==> src/rtl/rename_freelist_ctrl_pkg.sv <==
// Shared rename constants: register-index widths, free-list depth and pointer
// geometry, plus a small helper used by both the free list and its controller.
package rename_freelist_ctrl_pkg;

  localparam int PREG_W   = 6;   // physical register index width
  localparam int AREG_W   = 5;   // architectural register index width
  localparam int FL_DEPTH = 32;  // free-list entries
  localparam int FL_IDX_W = 5;   // free-list index bits
  localparam int FL_PTR_W = 6;   // index bits + 1 wrap bit

  // Number of asserted flags out of two (0..2).
  function automatic logic [1:0] cnt2(input logic a, input logic b);
    return {1'b0, a} + {1'b0, b};
  endfunction

endpackage

==> src/rtl/rename_freelist.sv <==
// Circular free list of physical registers with 2-pop / 2-push per cycle.
// Ports:
//   clock, reset_n            clock, async active-low reset
//   i_pop_cnt                 entries consumed from head this cycle (0..2)
//   i_push0_*/i_push1_*       returned pregs; push0 lands first at tail
//   o_peek0 / o_peek1         combinational view of entries head, head+1
//   o_head / o_tail / o_count pointer and occupancy state
module rename_freelist
  import rename_freelist_ctrl_pkg::*;
#(
  parameter int PREG_W   = rename_freelist_ctrl_pkg::PREG_W,
  parameter int FL_DEPTH = rename_freelist_ctrl_pkg::FL_DEPTH,
  localparam int IDX_W   = $clog2(FL_DEPTH),
  localparam int PTR_W   = IDX_W + 1,
  localparam int CNT_W   = $clog2(FL_DEPTH + 1)
) (
  input  logic              clock,
  input  logic              reset_n,
  input  logic [1:0]        i_pop_cnt,
  input  logic              i_push0_valid,
  input  logic [PREG_W-1:0] i_push0_preg,
  input  logic              i_push1_valid,
  input  logic [PREG_W-1:0] i_push1_preg,
  output logic [PREG_W-1:0] o_peek0,
  output logic [PREG_W-1:0] o_peek1,
  output logic [PTR_W-1:0]  o_head,
  output logic [PTR_W-1:0]  o_tail,
  output logic [CNT_W-1:0]  o_count
);

  logic [PREG_W-1:0] r_fl [FL_DEPTH];
  logic [PTR_W-1:0]  r_head;
  logic [PTR_W-1:0]  r_tail;
  logic [CNT_W-1:0]  r_count;

  logic [1:0]        w_push_cnt;
  logic [PTR_W-1:0]  w_head_p1;
  logic [PTR_W-1:0]  w_push1_ptr;
  logic [CNT_W-1:0]  w_count_next;
  logic [CNT_W:0]    w_level_ext;

  assign w_push_cnt   = cnt2(i_push0_valid, i_push1_valid);
  assign w_head_p1    = r_head + PTR_W'(1);
  // push1 packs directly behind push0 when both are present
  assign w_push1_ptr  = r_tail + PTR_W'(i_push0_valid);
  assign w_count_next = r_count + CNT_W'(w_push_cnt) - CNT_W'(i_pop_cnt);
  assign w_level_ext  = {1'b0, r_count} + (CNT_W+1)'(w_push_cnt) - (CNT_W+1)'(i_pop_cnt);

  assign o_peek0 = r_fl[r_head[IDX_W-1:0]];
  assign o_peek1 = r_fl[w_head_p1[IDX_W-1:0]];
  assign o_head  = r_head;
  assign o_tail  = r_tail;
  assign o_count = r_count;

  always_ff @(posedge clock or negedge reset_n) begin
    if (!reset_n) begin
      for (int i = 0; i < FL_DEPTH; i++) begin
        r_fl[i] <= PREG_W'(FL_DEPTH + i);
      end
      r_head  <= '0;
      r_tail  <= '0;
      r_count <= CNT_W'(FL_DEPTH);
    end else begin
      if (i_push0_valid) r_fl[r_tail[IDX_W-1:0]]      <= i_push0_preg;
      if (i_push1_valid) r_fl[w_push1_ptr[IDX_W-1:0]] <= i_push1_preg;
      r_head  <= r_head + PTR_W'(i_pop_cnt);
      r_tail  <= r_tail + PTR_W'(w_push_cnt);
      r_count <= w_count_next;
    end
  end

  a_no_overflow: assert property (@(posedge clock) disable iff (!reset_n)
    w_level_ext <= (CNT_W+1)'(FL_DEPTH));

  a_no_underflow: assert property (@(posedge clock) disable iff (!reset_n)
    CNT_W'(i_pop_cnt) <= r_count);

endmodule

==> src/rtl/rename_freelist_ctrl.sv <==
// Two-wide register rename stage: allocates new pregs from the free list,
// resolves intra-group dependencies, issues RAT writes and registers the
// renamed group behind a valid/ready handshake.
// Ports:
//   clock, reset_n                     clock, async active-low reset
//   in_valid / in_ready                decoded group handshake
//   instrN_* (N=0,1)                   decode fields and RAT read data
//   instrN_rat_rename_*                RAT write requests (combinational on fire)
//   commitN_free_*                     pregs returned by commit / ROB recovery
//   flush                              pipeline redirect
//   out_valid / out_ready              renamed group handshake
//   out_instrN_*                       registered renamed operands
module rename_freelist_ctrl
  import rename_freelist_ctrl_pkg::*;
#(
  parameter int PREG_W   = rename_freelist_ctrl_pkg::PREG_W,
  parameter int AREG_W   = rename_freelist_ctrl_pkg::AREG_W,
  parameter int FL_DEPTH = rename_freelist_ctrl_pkg::FL_DEPTH
) (
  input  logic              clock,
  input  logic              reset_n,
  input  logic              in_valid,
  output logic              in_ready,
  input  logic              instr0_need_to_wb,
  input  logic [AREG_W-1:0] instr0_rd,
  input  logic              instr0_src1_is_reg,
  input  logic [AREG_W-1:0] instr0_rs1,
  input  logic              instr0_src2_is_reg,
  input  logic [AREG_W-1:0] instr0_rs2,
  input  logic              instr1_need_to_wb,
  input  logic [AREG_W-1:0] instr1_rd,
  input  logic              instr1_src1_is_reg,
  input  logic [AREG_W-1:0] instr1_rs1,
  input  logic              instr1_src2_is_reg,
  input  logic [AREG_W-1:0] instr1_rs2,
  input  logic [PREG_W-1:0] instr0_rat_prs1,
  input  logic [PREG_W-1:0] instr0_rat_prs2,
  input  logic [PREG_W-1:0] instr0_rat_prd,
  input  logic [PREG_W-1:0] instr1_rat_prs1,
  input  logic [PREG_W-1:0] instr1_rat_prs2,
  input  logic [PREG_W-1:0] instr1_rat_prd,
  output logic              instr0_rat_rename_valid,
  output logic [AREG_W-1:0] instr0_rat_rename_addr,
  output logic [PREG_W-1:0] instr0_rat_rename_data,
  output logic              instr1_rat_rename_valid,
  output logic [AREG_W-1:0] instr1_rat_rename_addr,
  output logic [PREG_W-1:0] instr1_rat_rename_data,
  input  logic              commit0_free_valid,
  input  logic [PREG_W-1:0] commit0_free_preg,
  input  logic              commit1_free_valid,
  input  logic [PREG_W-1:0] commit1_free_preg,
  input  logic              flush,
  output logic              out_valid,
  input  logic              out_ready,
  output logic [PREG_W-1:0] out_instr0_prs1,
  output logic [PREG_W-1:0] out_instr0_prs2,
  output logic [PREG_W-1:0] out_instr0_prd,
  output logic [PREG_W-1:0] out_instr0_old_prd,
  output logic [PREG_W-1:0] out_instr1_prs1,
  output logic [PREG_W-1:0] out_instr1_prs2,
  output logic [PREG_W-1:0] out_instr1_prd,
  output logic [PREG_W-1:0] out_instr1_old_prd
);

  localparam int IDX_W = $clog2(FL_DEPTH);
  localparam int PTR_W = IDX_W + 1;
  localparam int CNT_W = $clog2(FL_DEPTH + 1);

  logic              w_alloc0, w_alloc1, w_same_rd, w_fire;
  logic [1:0]        w_pop_cnt;
  logic [PREG_W-1:0] w_peek0, w_peek1, w_prd0, w_prd1;
  logic [PTR_W-1:0]  w_head, w_tail;
  logic [CNT_W-1:0]  w_count;
  logic [PREG_W-1:0] w_prs1_0, w_prs2_0, w_new_prd0, w_old0;
  logic [PREG_W-1:0] w_prs1_1, w_prs2_1, w_new_prd1, w_old1;

  logic              r_out_valid;
  logic [PREG_W-1:0] r_prs1_0, r_prs2_0, r_prd0, r_old0;
  logic [PREG_W-1:0] r_prs1_1, r_prs2_1, r_prd1, r_old1;

  rename_freelist #(.PREG_W(PREG_W), .FL_DEPTH(FL_DEPTH)) u_freelist (
    .clock         (clock),
    .reset_n       (reset_n),
    .i_pop_cnt     (w_pop_cnt),
    .i_push0_valid (commit0_free_valid),
    .i_push0_preg  (commit0_free_preg),
    .i_push1_valid (commit1_free_valid),
    .i_push1_preg  (commit1_free_preg),
    .o_peek0       (w_peek0),
    .o_peek1       (w_peek1),
    .o_head        (w_head),
    .o_tail        (w_tail),
    .o_count       (w_count)
  );

  assign w_alloc0  = instr0_need_to_wb & (instr0_rd != '0);
  assign w_alloc1  = instr1_need_to_wb & (instr1_rd != '0);
  assign w_same_rd = w_alloc0 & w_alloc1 & (instr0_rd == instr1_rd);

  // reset_n gating keeps the handshake closed while reset is asserted
  assign in_ready  = reset_n & (w_count >= CNT_W'(2)) & (~r_out_valid | out_ready) & ~flush;
  assign w_fire    = in_valid & in_ready;
  assign w_pop_cnt = w_fire ? cnt2(w_alloc0, w_alloc1) : 2'd0;

  // instr1 takes the head entry when instr0 does not allocate
  assign w_prd0 = w_peek0;
  assign w_prd1 = w_alloc0 ? w_peek1 : w_peek0;

  // instr0's write is dropped on equal rd so the younger mapping is the one kept
  assign instr0_rat_rename_valid = w_fire & w_alloc0 & ~w_same_rd;
  assign instr0_rat_rename_addr  = instr0_rd;
  assign instr0_rat_rename_data  = w_prd0;
  assign instr1_rat_rename_valid = w_fire & w_alloc1;
  assign instr1_rat_rename_addr  = instr1_rd;
  assign instr1_rat_rename_data  = w_prd1;

  assign w_prs1_0   = instr0_src1_is_reg ? instr0_rat_prs1 : '0;
  assign w_prs2_0   = instr0_src2_is_reg ? instr0_rat_prs2 : '0;
  assign w_new_prd0 = w_alloc0 ? w_prd0 : '0;
  assign w_old0     = w_alloc0 ? instr0_rat_prd : '0;

  // RAW bypass: instr1 sources written by instr0 see instr0's new preg
  assign w_prs1_1 = !instr1_src1_is_reg ? '0 :
                    (w_alloc0 && (instr1_rs1 == instr0_rd)) ? w_prd0 : instr1_rat_prs1;
  assign w_prs2_1 = !instr1_src2_is_reg ? '0 :
                    (w_alloc0 && (instr1_rs2 == instr0_rd)) ? w_prd0 : instr1_rat_prs2;
  assign w_new_prd1 = w_alloc1 ? w_prd1 : '0;
  assign w_old1     = !w_alloc1 ? '0 : (w_same_rd ? w_prd0 : instr1_rat_prd);

  always_ff @(posedge clock or negedge reset_n) begin
    if (!reset_n) begin
      r_out_valid <= 1'b0;
      r_prs1_0 <= '0; r_prs2_0 <= '0; r_prd0 <= '0; r_old0 <= '0;
      r_prs1_1 <= '0; r_prs2_1 <= '0; r_prd1 <= '0; r_old1 <= '0;
    end else if (flush) begin
      r_out_valid <= 1'b0;
    end else if (w_fire) begin
      r_out_valid <= 1'b1;
      r_prs1_0 <= w_prs1_0; r_prs2_0 <= w_prs2_0; r_prd0 <= w_new_prd0; r_old0 <= w_old0;
      r_prs1_1 <= w_prs1_1; r_prs2_1 <= w_prs2_1; r_prd1 <= w_new_prd1; r_old1 <= w_old1;
    end else if (out_ready) begin
      r_out_valid <= 1'b0;
    end
  end

  assign out_valid          = r_out_valid;
  assign out_instr0_prs1    = r_prs1_0;
  assign out_instr0_prs2    = r_prs2_0;
  assign out_instr0_prd     = r_prd0;
  assign out_instr0_old_prd = r_old0;
  assign out_instr1_prs1    = r_prs1_1;
  assign out_instr1_prs2    = r_prs2_1;
  assign out_instr1_prd     = r_prd1;
  assign out_instr1_old_prd = r_old1;

  // head and tail agree with count modulo the depth (count = depth when full)
  a_ptr_consistent: assert property (@(posedge clock) disable iff (!reset_n)
    ((w_tail - w_head) & PTR_W'(FL_DEPTH - 1)) == (PTR_W'(w_count) & PTR_W'(FL_DEPTH - 1)));

endmodule

==> config.mk <==
export PLATFORM = sky130hd
export DESIGN_NAME = rename_freelist_ctrl
export DESIGN_NICKNAME = d
export VERILOG_FILES = /design/src/rtl/rename_freelist_ctrl_pkg.sv /design/src/rtl/rename_freelist.sv /design/src/rtl/rename_freelist_ctrl.sv
export SDC_FILE = /design/constraint.sdc
export NUM_CORES = 1
export LEC_CHECK = 0
export ABC_AREA = 1
export BUFFER_PORTS_ARGS = -buffer_cell sky130_fd_sc_hd__buf_2
export CELL_PAD_IN_SITES_DETAIL_PLACEMENT = 0
export CELL_PAD_IN_SITES_GLOBAL_PLACEMENT = 1
export CORE_ASPECT_RATIO = 1.4
export CORE_MARGIN = 2
export CORE_UTILIZATION = 44
export CTS_BUF_LIST = sky130_fd_sc_hd__clkbuf_4 sky130_fd_sc_hd__clkbuf_8
export DETAILED_ROUTE_END_ITERATION = 16
export HOLD_SLACK_MARGIN = 0.02
export PLACE_DENSITY_LB_ADDON = 0.3
export SLEW_MARGIN = 15
export SYNTH_ARGS = -nofsm -noshare
export SYNTH_HDL_FRONTEND = slang
export SYNTH_SLANG_ARGS = --single-unit
==> constraint.sdc <==
create_clock -name clock -period 3.3 [get_ports clock]
set_input_delay 0.33 -clock clock [delete_from_list [all_inputs] [get_ports clock]]
set_output_delay 0.33 -clock clock [all_outputs]
set_load 0.01 [all_outputs]
==> flow_summary_export.csv <==
group,metric,value,unit
timing,final-max-slew-violation-count,0,
synth,synthesis.nets,2725,
pwr,p_int,11.03,mW
clock_network,cts-htree-levels,2,
routing,routed_via_density,5.313,
placement,port_buffers,154,
synth,yosysWarningCount,0,
finish,num-fill-cells,3896,
routing,detail_route.drc_violations,0,
routing,wl_per_cell,19.38,µm
finish,layout.nets,2837,
clock_network,insertion_delay,0.60,ns
timing,fmax,0.3048,GHz
routing,detailedRoute.firstPassIterationCount,6,
clock_network,sinks_on_the_clock_net,257,
timing,period_needed,3.280,ns
synth,post_synth_most_frequent_cells,"sky130_fd_sc_hd__nand2_1 (1,000), sky130_fd_sc_hd__nand3_1 (271), sky130_fd_sc_hd__o21ai_0 (258)",
timing,report.final.setup_viol,0,
worst_setup_path,path_max_fanout,10,
placement,place.detailed.hpwl,43.57,mm
global_routing,total_track_usage,0.3106,
timing,setup_repair_after_global_routing_missed_its_margin,"no",
floorplan,num_io_pins,165,
timing,worst_slew_pin_slew,1.100,ns
global_routing,number_of_global_route_vias_before_repair,16320,
synth,async_reset_ff_frac,1.000,
global_routing,grt-ovfl-total,0,
outcome,run_status,"finished clean",
worst_setup_path,cp_data_required_time,2.97,ns
clock_network,cts_buffers,45,
worst_setup_path,critPathCaptureType,"output pin",
finish,drive_above_1_share,0.1734,
pwr,cellPowerDensity,1095,mW/mm²
timing,fin_worst_skew,0.01845,ns
placement,place_congestion,0.9822,
worst_setup_path,crit_path_frequent_cell,"sky130_fd_sc_hd__nand3_1",
finish,multi_input_gate_area_in_the_final_layout,0.008763,mm²
floorplan,die_w,170.7,µm
clock_network,root_buffer,"sky130_fd_sc_hd__clkbuf_8",
pwr,report.power.total,21.59,mW
pwr,seqPwrFrac,0.266,
synth,synth_seq_area_share,0.3842,
timing,maxSlewHeadroom,0.2657,
synth,count_of_flip_flops_with_a_built_in_enable_after_synthesis,0,
floorplan,design.die.area,0.04050,mm²
finish,sequential_cell_area,0.006579,mm²
pwr,power.static_leakage,9.747,nW
floorplan,start_util,0.4456,
timing,totalNegativeSetupSlack,0,ns
worst_setup_path,arrival,2.95,ns
pwr,power.net_switching,10.56,mW
timing,finalHoldViolations,0,
routing,detailedRoute.firstIterationViolations,1493,
pwr,share_comb_of_total_power,0.574,
worst_setup_path,timing.critical_path.cells,"ha_2 > xnor2_4 > buf_6 > nand3_1 > nand3_1 > nand3_1 > nand2_1 > nand2_1 > and2_1 > buf_2",
synth,ff_latch_count_synth,257,
worst_setup_path,setup.worst_path.start_class,"flop",
finish,syn2layout_area_growth,15.31,%
synth,synth_cell_type_count,38,
timing,post-route-period-util,0.9941,
synth,post_synth_main_area_contributors,"sky130_fd_sc_hd__nand2_1 (22%), sky130_fd_sc_hd__dfrtp_1 (21%), sky130_fd_sc_hd__dfstp_2 (17%), sky130_fd_sc_hd__nand3_1 (7.9%), sky130_fd_sc_hd__o21ai_0 (7.5%)",
routing,route.vias.total,17450,
global_routing,maximum_number_of_pins_on_one_net_before_global_route_repair,133,
worst_setup_path,worst_path_max_delay_cell,"sky130_fd_sc_hd__dfrtp_4",
routing,antenna_violating_nets_post_route,0,
clock_network,clock_path_buffers,3,
run,max_cap_violations,0,
min_path,min_path_type,"in2reg",
synth,post-synth-top-count-cell,"sky130_fd_sc_hd__nand2_1",
floorplan,fp-row-count,85,
synth,synth_cells,2613,
synth,synth_flop_cell,"sky130_fd_sc_hd__dfrtp_1",
finish,final_core_utilization,0.5138,
global_routing,grt_pass1_wl,95.56,mm
clock_network,clk_pin_slew,0.06,ns
clock_network,cts_tree,"built",
timing,timing.hold.ws,0.04756,ns
pwr,clock_power_share,0.160,
global_routing,grt_antenna_before_repair,3,
routing,postRouteWirelength,63.67,mm
synth,yosysTopAreaCellShare,0.2194,
worst_setup_path,critical_path_s_largest_stage_delay,0.58,ns
synth,syn_area,0.01711,mm²
floorplan,die_h,237.3,µm
pwr,power.share.switching,0.4893,
floorplan,core_area,0.03839,mm²
pwr,worst_ir_drop_vdd,0.0005727,V
synth,synth_largest_area_cell,"sky130_fd_sc_hd__nand2_1",
synth,syn_area_per_cell,6.547,µm²
worst_setup_path,crit_type,"reg2out",
kinds of logic (layout without fill, tap and decap cells):
group                    after synthesis  in the layout  share of synthesized area
AO/OA/AOI/OAI                        506            506                     0.1529
adder cells (fa/ha/maj)               21             21                    0.01711
XOR/XNOR                              26             26                    0.01375
buffers and inverters                444            593                     0.1057
other                                  0              1                          0
AND/OR/NAND/NOR                     1359           1359                     0.3264
flip-flops                           257            257                     0.3842
per-stage QoR:
step | std cells | instance area [µm²] | setup slack, ns
floorplan | 2613 | 17110 | 0.4704
global placement | 3172 | 18310 | 0.3952
detailed placement | 3172 | 18310 | 0.4133
CTS | 3282 | 19630 | 0.009998
global route | 3285 | 19730 | 0.003334
finish | 3285 | 19730 | 0.01957
sequential cells by signal, summed over array words and instances (netlist names):
signal,cells
out_instr0_prd,6
u_freelist.o_tail,5
out_valid,1
out_instr0_prs2,6
u_freelist.o_count,6
out_instr0_old_prd,6
u_freelist.r_fl,192
out_instr1_prs2,6
u_freelist.o_head,5
out_instr0_prs1,6
out_instr1_prs1,6
out_instr1_prd,6
out_instr1_old_prd,6
what timing repair did:
item	in CTS	in global routing
cloned	0	2
gates resized for setup	2	13
pin swaps	0	1
hold endpoints to repair	57	0
setup endpoints to repair	1	7
setup buffers	2	0
hold buffers	24	0
worst max-delay path: cells and delay by family (launching register included):
family / cells / cell delay [ns]
adders and majority gates: 1 / 0.28
and+or+nand+nor: 6 / 0.86
buffers and inverters: 2 / 0.33
xor gates and xnor gates: 1 / 0.30
DFF: 1 / 0.58
power by group through the flow:
stage | Sequential, mW | Combinational, mW | Clock, mW
floorplan | 5.51 | 7.93 | 0
global placement | 5.68 | 11.8 | 0
detailed placement | 5.72 | 12.0 | 0
CTS | 5.69 | 12.1 | 3.52
global route | 5.89 | 13.7 | 3.65
finish | 5.74 | 12.4 | 3.46
layout make-up:
class	instances	share of cell area
sequential	257	0.3335
clock buffer	78	0.04966
clock inverter	6	0.004186
inverter	248	0.04744
tap	522	0.03311
antenna	1	0.0001269
timing repair buffer	261	0.08772
multi-input combinational	1912	0.4442
per-layer routing:
layer / global-route usage / vias up / wire [µm]
met1: 0.3675 / 8076 / 24980
met5: 0 / - / 0
li1: - / 8551 / -
met3: 0.03663 / 159 / 3667
met4: 0.1834 / 0 / 4178
met2: 0.5381 / 668 / 30850
cell usage in the layout, fill, tap and decap left out, types with 44 or more instances in the layout:
cell	instances
sky130_fd_sc_hd__dfstp_2	113
sky130_fd_sc_hd__dfrtp_1	141
sky130_fd_sc_hd__buf_2	154
sky130_fd_sc_hd__buf_4	72
sky130_fd_sc_hd__nor2_1	44
sky130_fd_sc_hd__clkbuf_8	63
sky130_fd_sc_hd__o21ai_1	176
sky130_fd_sc_hd__nand2_1	1000
sky130_fd_sc_hd__nand3_1	270
sky130_fd_sc_hd__inv_1	233
sky130_fd_sc_hd__o21ai_0	258
path summary, 6_finish.rpt:
path                                  startpoint                         to  slack (ns)  cells after the start
max reg2reg                u_freelist.o_count[5]      u_freelist.o_count[5]        0.47                     16
min                           instr0_src1_is_reg         out_instr0_prs1[3]        0.05                      3
min reg2reg                   out_instr1_prs1[4]         out_instr1_prs1[4]        0.48                      2
max in group asynchronous                reset_n       u_freelist.o_head[0]        1.09                      4
max                         u_freelist.o_head[0]  instr1_rat_rename_data[5]        0.02                     10
min in group asynchronous                reset_n      out_instr0_old_prd[4]        0.66                      3
Power figures use the tool's default switching activity.
